--- config.mk ---
export PLATFORM = sky130hd
export DESIGN_NAME = edf_tdma_queue_scheduler
export DESIGN_NICKNAME = d
export VERILOG_FILES = /design/src/rtl/edf_tdma_queue_scheduler.sv
export SDC_FILE = /design/constraint.sdc
export NUM_CORES = 1
export LEC_CHECK = 0
export BUFFER_PORTS_ARGS = -buffer_cell sky130_fd_sc_hd__buf_2
export CORE_MARGIN = 1.5
export CORE_UTILIZATION = 40
export DETAILED_ROUTE_END_ITERATION = 10
export PLACE_DENSITY = 0.67
export SETUP_SLACK_MARGIN = 0.02
export SKIP_CTS_REPAIR_TIMING = 1
export SLEW_MARGIN = 40
export SYNTH_ARGS = -nofsm -noshare
export SYNTH_HDL_FRONTEND = slang
export SYNTH_SLANG_ARGS = --single-unit
export TNS_END_PERCENT = 20
--- constraint.sdc ---
create_clock -name clock -period 5.55 [get_ports clock]
set_input_delay 0.555 -clock clock [delete_from_list [all_inputs] [get_ports clock]]
set_output_delay 0.555 -clock clock [all_outputs]
set_load 0.02 [all_outputs]
--- src/rtl/edf_tdma_queue_scheduler.sv ---
`default_nettype none
// ============================================================================
// Module   : edf_tdma_queue_scheduler
// Purpose  : Picks which per-core request queue forwards its head packet to
//            the shared memory-side port. Two policies are supported: TDMA
//            with per-core slot lengths, and non-preemptive EDF with per-core
//            relative deadlines. The grant is registered, and the one-hot pop
//            is decoded combinationally from consumed & activate.
// Revision : 1.0 - initial release
// ============================================================================
module edf_tdma_queue_scheduler #(
    parameter int CORE_COUNT    = 4,
    parameter int COUNTER_WIDTH = 32,
    parameter int MODE_WIDTH    = 1,
    localparam int c_SEL_W      = $clog2(CORE_COUNT)
) (
    input  logic                                     clock,
    input  logic                                     reset,
    input  logic [MODE_WIDTH-1:0]                    mode,
    input  logic [CORE_COUNT-1:0][COUNTER_WIDTH-1:0] periods,
    input  logic [CORE_COUNT-1:0][COUNTER_WIDTH-1:0] deadlines,
    input  logic [CORE_COUNT-1:0]                    nonempty,
    input  logic                                     consumed,
    output logic [c_SEL_W-1:0]                       select,
    output logic                                     activate,
    output logic [CORE_COUNT-1:0]                    pop,
    output logic [c_SEL_W-1:0]                       slot
);

    localparam int c_LEAVES = 1 << c_SEL_W;
    localparam int c_NODES  = 2 * c_LEAVES - 1;

    // Registered state
    logic                     r_run;        // low only until the first edge after reset
    logic [MODE_WIDTH-1:0]    r_mode;
    logic [COUNTER_WIDTH-1:0] r_count;
    logic [c_SEL_W-1:0]       r_slot;
    logic [c_SEL_W-1:0]       r_select;
    logic                     r_activate;
    logic [CORE_COUNT-1:0]    r_nonempty_q;
    logic [COUNTER_WIDTH-1:0] r_timer [CORE_COUNT];

    // Combinational helpers
    logic                     w_pop;
    logic                     w_mode_chg;
    logic                     w_restart;
    logic [COUNTER_WIDTH-1:0] w_period;
    logic                     w_slot_end;
    logic [c_SEL_W-1:0]       w_slot_inc;
    logic [COUNTER_WIDTH-1:0] w_count_nxt;
    logic [c_SEL_W-1:0]       w_slot_nxt;
    logic [CORE_COUNT-1:0]    w_rise;
    logic [c_SEL_W-1:0]       w_sel_nxt;
    logic                     w_act_nxt;
    logic                     w_min_vld;
    logic [c_SEL_W-1:0]       w_min_idx;

    // Min-tree nodes: node n has children 2n+1 (lower indices) and 2n+2
    logic [COUNTER_WIDTH-1:0] w_nval [c_NODES];
    logic [c_SEL_W-1:0]       w_nidx [c_NODES];
    logic                     w_nvld [c_NODES];

    assign w_pop      = consumed & r_activate;
    assign pop        = w_pop ? (CORE_COUNT'(1) << r_select) : '0;
    assign select     = r_select;
    assign activate   = r_activate;
    assign slot       = r_slot;

    // A mode change is only meaningful once the block is running; the first
    // edge after reset simply captures whatever mode is applied.
    assign w_mode_chg = r_run && (mode != r_mode);
    assign w_restart  = !r_run || w_mode_chg;
    assign w_rise     = nonempty & ~r_nonempty_q;

    // A zero-length slot behaves as a one-cycle slot.
    assign w_period   = periods[r_slot];
    assign w_slot_end = (w_period == '0) || (r_count == (w_period - COUNTER_WIDTH'(1)));
    assign w_slot_inc = (r_slot == c_SEL_W'(CORE_COUNT - 1)) ? '0 : (r_slot + c_SEL_W'(1));

    // TDMA slot counter next state: restart on first edge or mode change
    always_comb begin
        w_count_nxt = r_count + COUNTER_WIDTH'(1);
        w_slot_nxt  = r_slot;
        if (w_restart) begin
            w_count_nxt = '0;
            w_slot_nxt  = '0;
        end else if (w_slot_end) begin
            w_count_nxt = '0;
            w_slot_nxt  = w_slot_inc;
        end
    end

    // Min-tree leaves: a queue that rises this cycle competes with its fresh deadline
    generate
        for (genvar i = 0; i < c_LEAVES; i++) begin : g_leaf
            if (i < CORE_COUNT) begin : g_real
                assign w_nvld[c_LEAVES-1+i] = nonempty[i];
                assign w_nval[c_LEAVES-1+i] = w_rise[i] ? deadlines[i] : r_timer[i];
                assign w_nidx[c_LEAVES-1+i] = c_SEL_W'(i);
            end else begin : g_pad
                assign w_nvld[c_LEAVES-1+i] = 1'b0;
                assign w_nval[c_LEAVES-1+i] = '0;
                assign w_nidx[c_LEAVES-1+i] = '0;
            end
        end

        // Internal nodes: left child wins ties so the lowest index is preferred
        for (genvar n = 0; n < c_LEAVES - 1; n++) begin : g_node
            logic w_take_left;
            assign w_take_left = w_nvld[2*n+1] &&
                                 (!w_nvld[2*n+2] || (w_nval[2*n+1] <= w_nval[2*n+2]));
            assign w_nvld[n] = w_nvld[2*n+1] || w_nvld[2*n+2];
            assign w_nval[n] = w_take_left ? w_nval[2*n+1] : w_nval[2*n+2];
            assign w_nidx[n] = w_take_left ? w_nidx[2*n+1] : w_nidx[2*n+2];
        end
    endgenerate

    assign w_min_vld = w_nvld[0];
    assign w_min_idx = w_nidx[0];

    // Grant next state: mode change or pop forces a bubble, otherwise apply policy
    always_comb begin
        w_act_nxt = 1'b0;
        w_sel_nxt = r_select;
        if (w_mode_chg || w_pop) begin
            w_act_nxt = 1'b0;
        end else if (mode == '0) begin
            w_sel_nxt = w_slot_nxt;
            w_act_nxt = nonempty[w_slot_nxt] && (periods[w_slot_nxt] != '0);
        end else if (r_activate) begin
            w_act_nxt = nonempty[r_select];
        end else if (w_min_vld) begin
            w_act_nxt = 1'b1;
            w_sel_nxt = w_min_idx;
        end
    end

    // Control and grant registers
    always_ff @(posedge clock or negedge reset) begin
        if (!reset) begin
            r_run        <= 1'b0;
            r_mode       <= '0;
            r_count      <= '0;
            r_slot       <= '0;
            r_select     <= '0;
            r_activate   <= 1'b0;
            r_nonempty_q <= '0;
        end else begin
            r_run        <= 1'b1;
            r_mode       <= mode;
            r_count      <= w_count_nxt;
            r_slot       <= w_slot_nxt;
            r_select     <= w_sel_nxt;
            r_activate   <= w_act_nxt;
            r_nonempty_q <= nonempty;
        end
    end

    // EDF timers: reload on a fresh head, otherwise count down while waiting
    always_ff @(posedge clock or negedge reset) begin
        if (!reset) begin
            for (int i = 0; i < CORE_COUNT; i++) begin
                r_timer[i] <= '0;
            end
        end else begin
            for (int i = 0; i < CORE_COUNT; i++) begin
                if (w_rise[i] || (pop[i] && nonempty[i])) begin
                    r_timer[i] <= deadlines[i];
                end else if (nonempty[i] && (r_timer[i] != '0)) begin
                    r_timer[i] <= r_timer[i] - COUNTER_WIDTH'(1);
                end
            end
        end
    end

endmodule
`default_nettype wire

# Yosys cells after proc, flatten, opt, wreduce, memory -nomap -nowiden
# Cells that the tools add are included.
op_classes:
  n_addsub: 7
  order_cmp: 6
  n_eq_ne: 5
  shifts: 1
  n_mux: 38
  bitwise_logic: 4
  reduce_logical: 41
op_table:
  columns: ["cell", "n"]
  rows:
  - ["two-way mux 32 bit", 18]
  - ["nonzero test 32 bit", 5]
  - ["subtractor 32 x 1 -> 32 bit, second input constant", 5]
  - ["binary-select mux 32 bit (select 2 bit)", 2]
  - ["less-or-equal comparator 32 bit", 3]
  - ["adder 32 x 1 -> 32 bit, second input constant", 1]
  - ["== test 32 bit", 1]
  - ["logical NOT 32 bit", 1]
  - ["two-way mux 2 bit", 7]
  - ["logical AND 1 bit", 13]
  - ["logical OR 1 bit", 13]
  - ["less-than comparator 2 x 3 -> 1 bit, second input constant", 3]
  - ["two-way mux 1 bit", 8]
  - ["nonzero test 2 bit", 4]
  - ["bitwise AND 4 bit", 1]
  - ["binary-select mux 1 bit (select 2 bit)", 2]
  - ["logical NOT 1 bit", 4]
  - ["two-way mux 4 bit", 1]
  - ["inverter 4 bit", 1]
  - ["left shift 1 x 2 -> 4 bit, first input constant", 1]
  - ["AND reduction 3 bit", 1]
  - ["adder 2 x 1 -> 2 bit, second input constant", 1]
  - ["== test 2 bit, second input constant", 1]
  - ["inequality test 2 x 1 -> 1 bit, second input constant", 1]
  - ["other kinds (4)", 4]
totals:
  reg_bits: 171
  input_bits: 264
  output_inout_bits: 9
  wordCells: 113

# Logic depth before layout (Yosys ltp)
depth:
  ltp_word: 14
  depth_mapped: 30
  ltp_nobuf: 26

# Worst setup path after synthesis
# No wires, ideal clock.
synth_path:
  path_kind: "input to register"
  from: "input port nonempty[1]"
  to: "register r_select[0], in the netlist select[0]"
  setup_time_ps: 137
  arrival_time_ps: 6029
  setup_slack_ps: -616
  path_stages: 30
  n_path_buf: 5
  path_cell_list: "clkbuf_1 nand2b_1 clkbuf_1 buf_1 mux2i_1 ha_1 nor2b_1 o21a_1 o21a_1 o21a_1 o21a_1 o211ai_1 a21oi_1 o41a_1 clkbuf_1 clkbuf_1 nor2_1 a21oi_1 ha_1 a21o_1 a21o_1 a21o_1 a21o_1 a21o_1 a211o_1 o211ai_1 a31oi_1 or3_1 a21oi_1 o31ai_1"
synth_between:
  elab_chain_len: 13
synth_lines:
  columns: ["item", "line_no", "source"]
  rows:
  - ["start: declaration", "22", "input logic [CORE_COUNT-1:0] nonempty,"]
  - ["bitwise AND 4 bit", "73", "assign w_rise = nonempty & ~r_nonempty_q;"]
  - ["two-way mux 32 bit", "98", "assign w_nval[c_LEAVES-1+i] = w_rise[i] ? deadlines[i] : r_timer[i];"]
  - ["less-or-equal comparator 32 bit", "111", "(!w_nvld[2*n+2] || (w_nval[2*n+1] <= w_nval[2*n+2]));"]
  - ["logical OR 1 bit", "111", null]
  - ["logical AND 1 bit", "110", "assign w_take_left = w_nvld[2*n+1] &&"]
  - ["two-way mux 32 bit", "113", "assign w_nval[n] = w_take_left ? w_nval[2*n+1] : w_nval[2*n+2];"]
  - ["less-or-equal comparator 32 bit", "111", null]
  - ["logical OR 1 bit", "111", null]
  - ["logical AND 1 bit", "110", null]
  - ["two-way mux 2 bit", "114", "assign w_nidx[n] = w_take_left ? w_nidx[2*n+1] : w_nidx[2*n+2];"]
  - ["two-way mux 2 bit", "132", "end else if (w_min_vld) begin"]
  - ["two-way mux 2 bit", "130", "end else if (r_activate) begin"]
  - ["two-way mux 2 bit", "127", "end else if (mode == '0) begin"]
  - ["end signal: assignment", "153", "r_select <= w_sel_nxt;"]
  - ["end: declaration", "38", "logic [c_SEL_W-1:0] r_select;"]
# Parallel ways exist; a longest one is shown, timed or not. The select of a mux whose other input is x is not followed.
# A chain may end at the register's enable or synchronous reset.

# Worst setup path after layout
layout_path:
  from: "register r_nonempty_q[0]"
  to: "register r_select[0], in the netlist select[0]"
layout_between:
  elab_chain_len: 14
layout_lines:
  columns: ["item", "line_no", "source"]
  rows:
  - ["start: declaration", "40", "logic [CORE_COUNT-1:0] r_nonempty_q;"]
  - ["start signal: assignment", "155", "r_nonempty_q <= nonempty;"]
  - ["inverter 4 bit *", "73", null]
  - ["bitwise AND 4 bit *", "73", null]
  - ["two-way mux 32 bit *", "98", null]
  - ["less-or-equal comparator 32 bit", "111", null]
  - ["logical OR 1 bit", "111", null]
  - ["logical AND 1 bit", "110", null]
  - ["two-way mux 32 bit", "113", null]
  - ["less-or-equal comparator 32 bit", "111", null]
  - ["logical OR 1 bit", "111", null]
  - ["logical AND 1 bit", "110", null]
  - ["two-way mux 2 bit *", "114", null]
  - ["two-way mux 2 bit *", "132", null]
  - ["two-way mux 2 bit *", "130", null]
  - ["two-way mux 2 bit *", "127", null]
# Mark *: on every way between the ends. The rest lies on a longest branch, timed or not. The select of a mux whose other input is x is not followed.

==> impl_metrics.env <==
export IMPL_endpoint="select[0]"
export IMPL_ir_drop_v=0.000236
export IMPL_synth_area_per_cell_sq_um=7.98
export IMPL_maxCapViolCount=0
export IMPL_dieArea_sq_mm=0.0419
export IMPL_r2r_slack_ps=100
export IMPL_clkSinkCount=171
export IMPL_synth_compound_gate_area_share_pct=21.7
export IMPL_status="completed"
export IMPL_cts_buffer_depth=2
export IMPL_final_cell_count_no_fill=2926
export IMPL_synth_largest_area_cell="dfrtp_1"
export IMPL_fmax_mhz=183
export IMPL_drcViolationCount=0
export IMPL_placed_cells=2874
export IMPL_grt_ovfl_total=0
export IMPL_synth_flop_cell="dfrtp_1"
export IMPL_synth_most_common_cell="nor2_1"
export IMPL_area_delta_synth_final_pct=24.8
export IMPL_viasPerCell=6.05
export IMPL_dpl_hpwl_mm=45.5
export IMPL_fin_nets=2756
export IMPL_netlist_area_leader_share_pct=26.3
export IMPL_cts_max_level=4
export IMPL_ant_nets=0
export IMPL_r2r_worst_path_cells=25
export IMPL_crit_fanout=8
export IMPL_firstDrtPassIters=6
export IMPL_yosysUniqueCellTypes=80
export IMPL_sequentialPowerShare_pct=31.5
export IMPL_ys_seq_area_share_pct=26.3
export IMPL_crit_required_ps=5880
export IMPL_seqCellArea_sq_mm=0.00428
export IMPL_clockPowerShare_pct=24.0
export IMPL_gp_congestion=0.979
export IMPL_fillers=3751
export IMPL_synth_nets=2406
export IMPL_intPower_uw=3310
export IMPL_fin_crit_sh_pct=98.3
export IMPL_cts_inserted_buffers=17
export IMPL_grt_pass1_wl_mm=89.9
export IMPL_worst_setup_path_end_kind="flip-flop"
export IMPL_synth_fa_ha_area_share_pct=8.00
export IMPL_final_hold_violation_count=0
export IMPL_power_total_uw=5530
export IMPL_fin_crit_ps=5450
export IMPL_synth_area_leaders="dfrtp_1, ha_1, a21oi_1, o21ai_0, nor2_1"
export IMPL_grt_usage_pct=27.4
export IMPL_synthCells=2038
export IMPL_tightest_slew_ps=808
export IMPL_ioPinCount=273
export IMPL_tritoncts="done"
export IMPL_switching_share_pct=40.2
export IMPL_hold_ws_ps=103
export IMPL_power_switching_uw=2220
export IMPL_power_density_mw_per_mm2=272
export IMPL_fp_row_count=73
export IMPL_start_util_pct=40.7
export IMPL_clk_latency_ps=480
export IMPL_grt_pass1_vias=16600
export IMPL_synth_simple_gate_area_share_pct=23.8
export IMPL_crit_path_start_kind="flip-flop"
export IMPL_final_max_slew_viol_count=0
export IMPL_multi_input_area_sq_mm=0.0118
export IMPL_setup_viol=0
export IMPL_synth_edff_count=0
export IMPL_synth_area_sq_mm=0.0163
export IMPL_path_class="reg2reg"
export IMPL_synthMuxAreaShare_pct=12.7
export IMPL_setup_ws_ps=96.0
export IMPL_antenna_found_initial=3
export IMPL_wirelength_mm=58.5
export IMPL_hold_path_class="in2async"
export IMPL_wire_per_inst_microns=20.0
export IMPL_utilization_pct=50.8
export IMPL_r2r_start="r_nonempty_q[0]"
export IMPL_comb_power_share_pct=44.5
export IMPL_port_buffers=272
export IMPL_n_antenna_cell=0
export IMPL_critPathArrivalTime_ps=5790
export IMPL_root_buffer="clkbuf_16"
export IMPL_fp_dieH_microns=205
export IMPL_synth_xor_area_share_pct=3.82
export IMPL_fin_skew_ps=15.0
export IMPL_fp_coreArea_sq_mm=0.0399
export IMPL_power_leakage_uw=0.00889
export IMPL_ys_ff_latch=171
export IMPL_async_flop_share_pct=100
export IMPL_pre_cts_ws_ps=-454
export IMPL_synth_top_family_by_area="simple AND/OR/NAND/NOR gates"
export IMPL_path_clk_slew_ps=70
export IMPL_die_x_microns=205
export IMPL_yosys_warnings=0
export IMPL_r2r_end="select[0]"
export IMPL_cp_startpoint="r_nonempty_q[0]"
export IMPL_drt_iter0_markers=1739
export IMPL_drive_gt1_share_pct=27.2
export IMPL_vias=17700
export IMPL_synthTopCellsByCount="nor2_1, a21oi_1, o21ai_0, nand2_1, dfrtp_1"
export IMPL_grt_max_degree=95
export IMPL_maxSlewHeadroom_pct=46.1
[through the flow]
stage	setup TNS [ps]	area, sq um
floorplan	0	16300
global placement	-804	19100
detailed placement	-813	19100
CTS	-322	19700
global route	-55.8	20300
finish	0	20300
[cell families after synthesis]
kind of cell / Yosys count
compound gates: 594
xor+xnor: 71
fa+ha+maj: 104
buf+inv: 155
flops: 171
mux: 158
other cells: 1
simple gates: 784
[power groups by stage]
stage	combinational, uW	sequential [uW]	clock (uW)
floorplan	1430	1660	0
global placement	2200	1740	0
detailed placement	2270	1750	0
CTS	2280	1720	1350
global route	2710	1780	1400
finish	2460	1740	1330
[flip-flops by register name, indices dropped and copies added (netlist names)]
register / count
slot: 2
activate: 1
r_count: 32
select: 2
r_timer: 128
r_nonempty_q: 4
r_run: 1
r_mode: 1
[cell usage in the layout (no fill, tap or decap), types with 8 or more instances in the layout]
cell type,n
a21o_1,29
a21oi_1,204
a21oi_2,9
a22oi_1,21
a311oi_1,10
and2_1,8
and3_1,14
buf_2,272
buf_4,153
clkbuf_16,20
dfrtp_1,170
ha_1,98
inv_1,40
mux2_2,51
mux2i_1,65
mux4_2,33
nand2_1,168
nand2b_1,18
nand3_1,54
nand4_1,43
nor2_1,232
nor2_2,8
nor2b_1,17
nor3_1,62
nor4_1,59
o211ai_1,15
o21a_1,16
o21ai_0,175
o21ai_1,10
o22ai_1,29
or2_2,9
or3_1,25
or4_1,14
xnor2_1,36
xor2_1,35
[worst min-delay path by stage]
stage | slack [ps] | cells past startpoint | endpoint
global placement | 480 | 2 | r_timer[116]
detailed placement | 510 | 1 | r_timer[32]
global route | 170 | 1 | r_timer[103]
finish | 100 | 1 | r_timer[105]
CTS | 160 | 1 | r_timer[105]
floorplan | 260 | 0 | activate
[metal layers]
metal  share of wire, %  global-route usage (%)
met5              0.070                       0
met2                 46                    44.2
met1                 43                    36.3
met4                4.2                    11.8
met3                6.7                    3.93
[final cells by class]
cell class / instances / share of cell area [%]
multi-input cells: 1713 / 58.0
clock buffers: 18 / 2.16
well taps: 525 / 3.24
clock inverters: 14 / 0.900
repair buffers: 443 / 13.9
flip-flops and latches: 171 / 21.1
inverters: 42 / 0.777
[critical path: stages (launching register included)]
cell      delay (ps)
dfrtp_1          430
nor2b_4          150
buf_12           130
mux2_4           330
ha_4             240
a21o_1           170
a21o_1           170
a21o_1           180
a21oi_2          130
nor2b_1           50
o211ai_1         180
nand4b_1         250
o41a_4           620
buf_8            180
a21oi_4          170
ha_4             220
a21o_1           170
a21o_1           150
a21o_1           150
a21o_1           150
a211o_1          250
o211ai_1         100
a31oi_1          130
or3_1            360
a21oi_1          160
o31ai_1           80
Power figures use the tool's default switching activity.
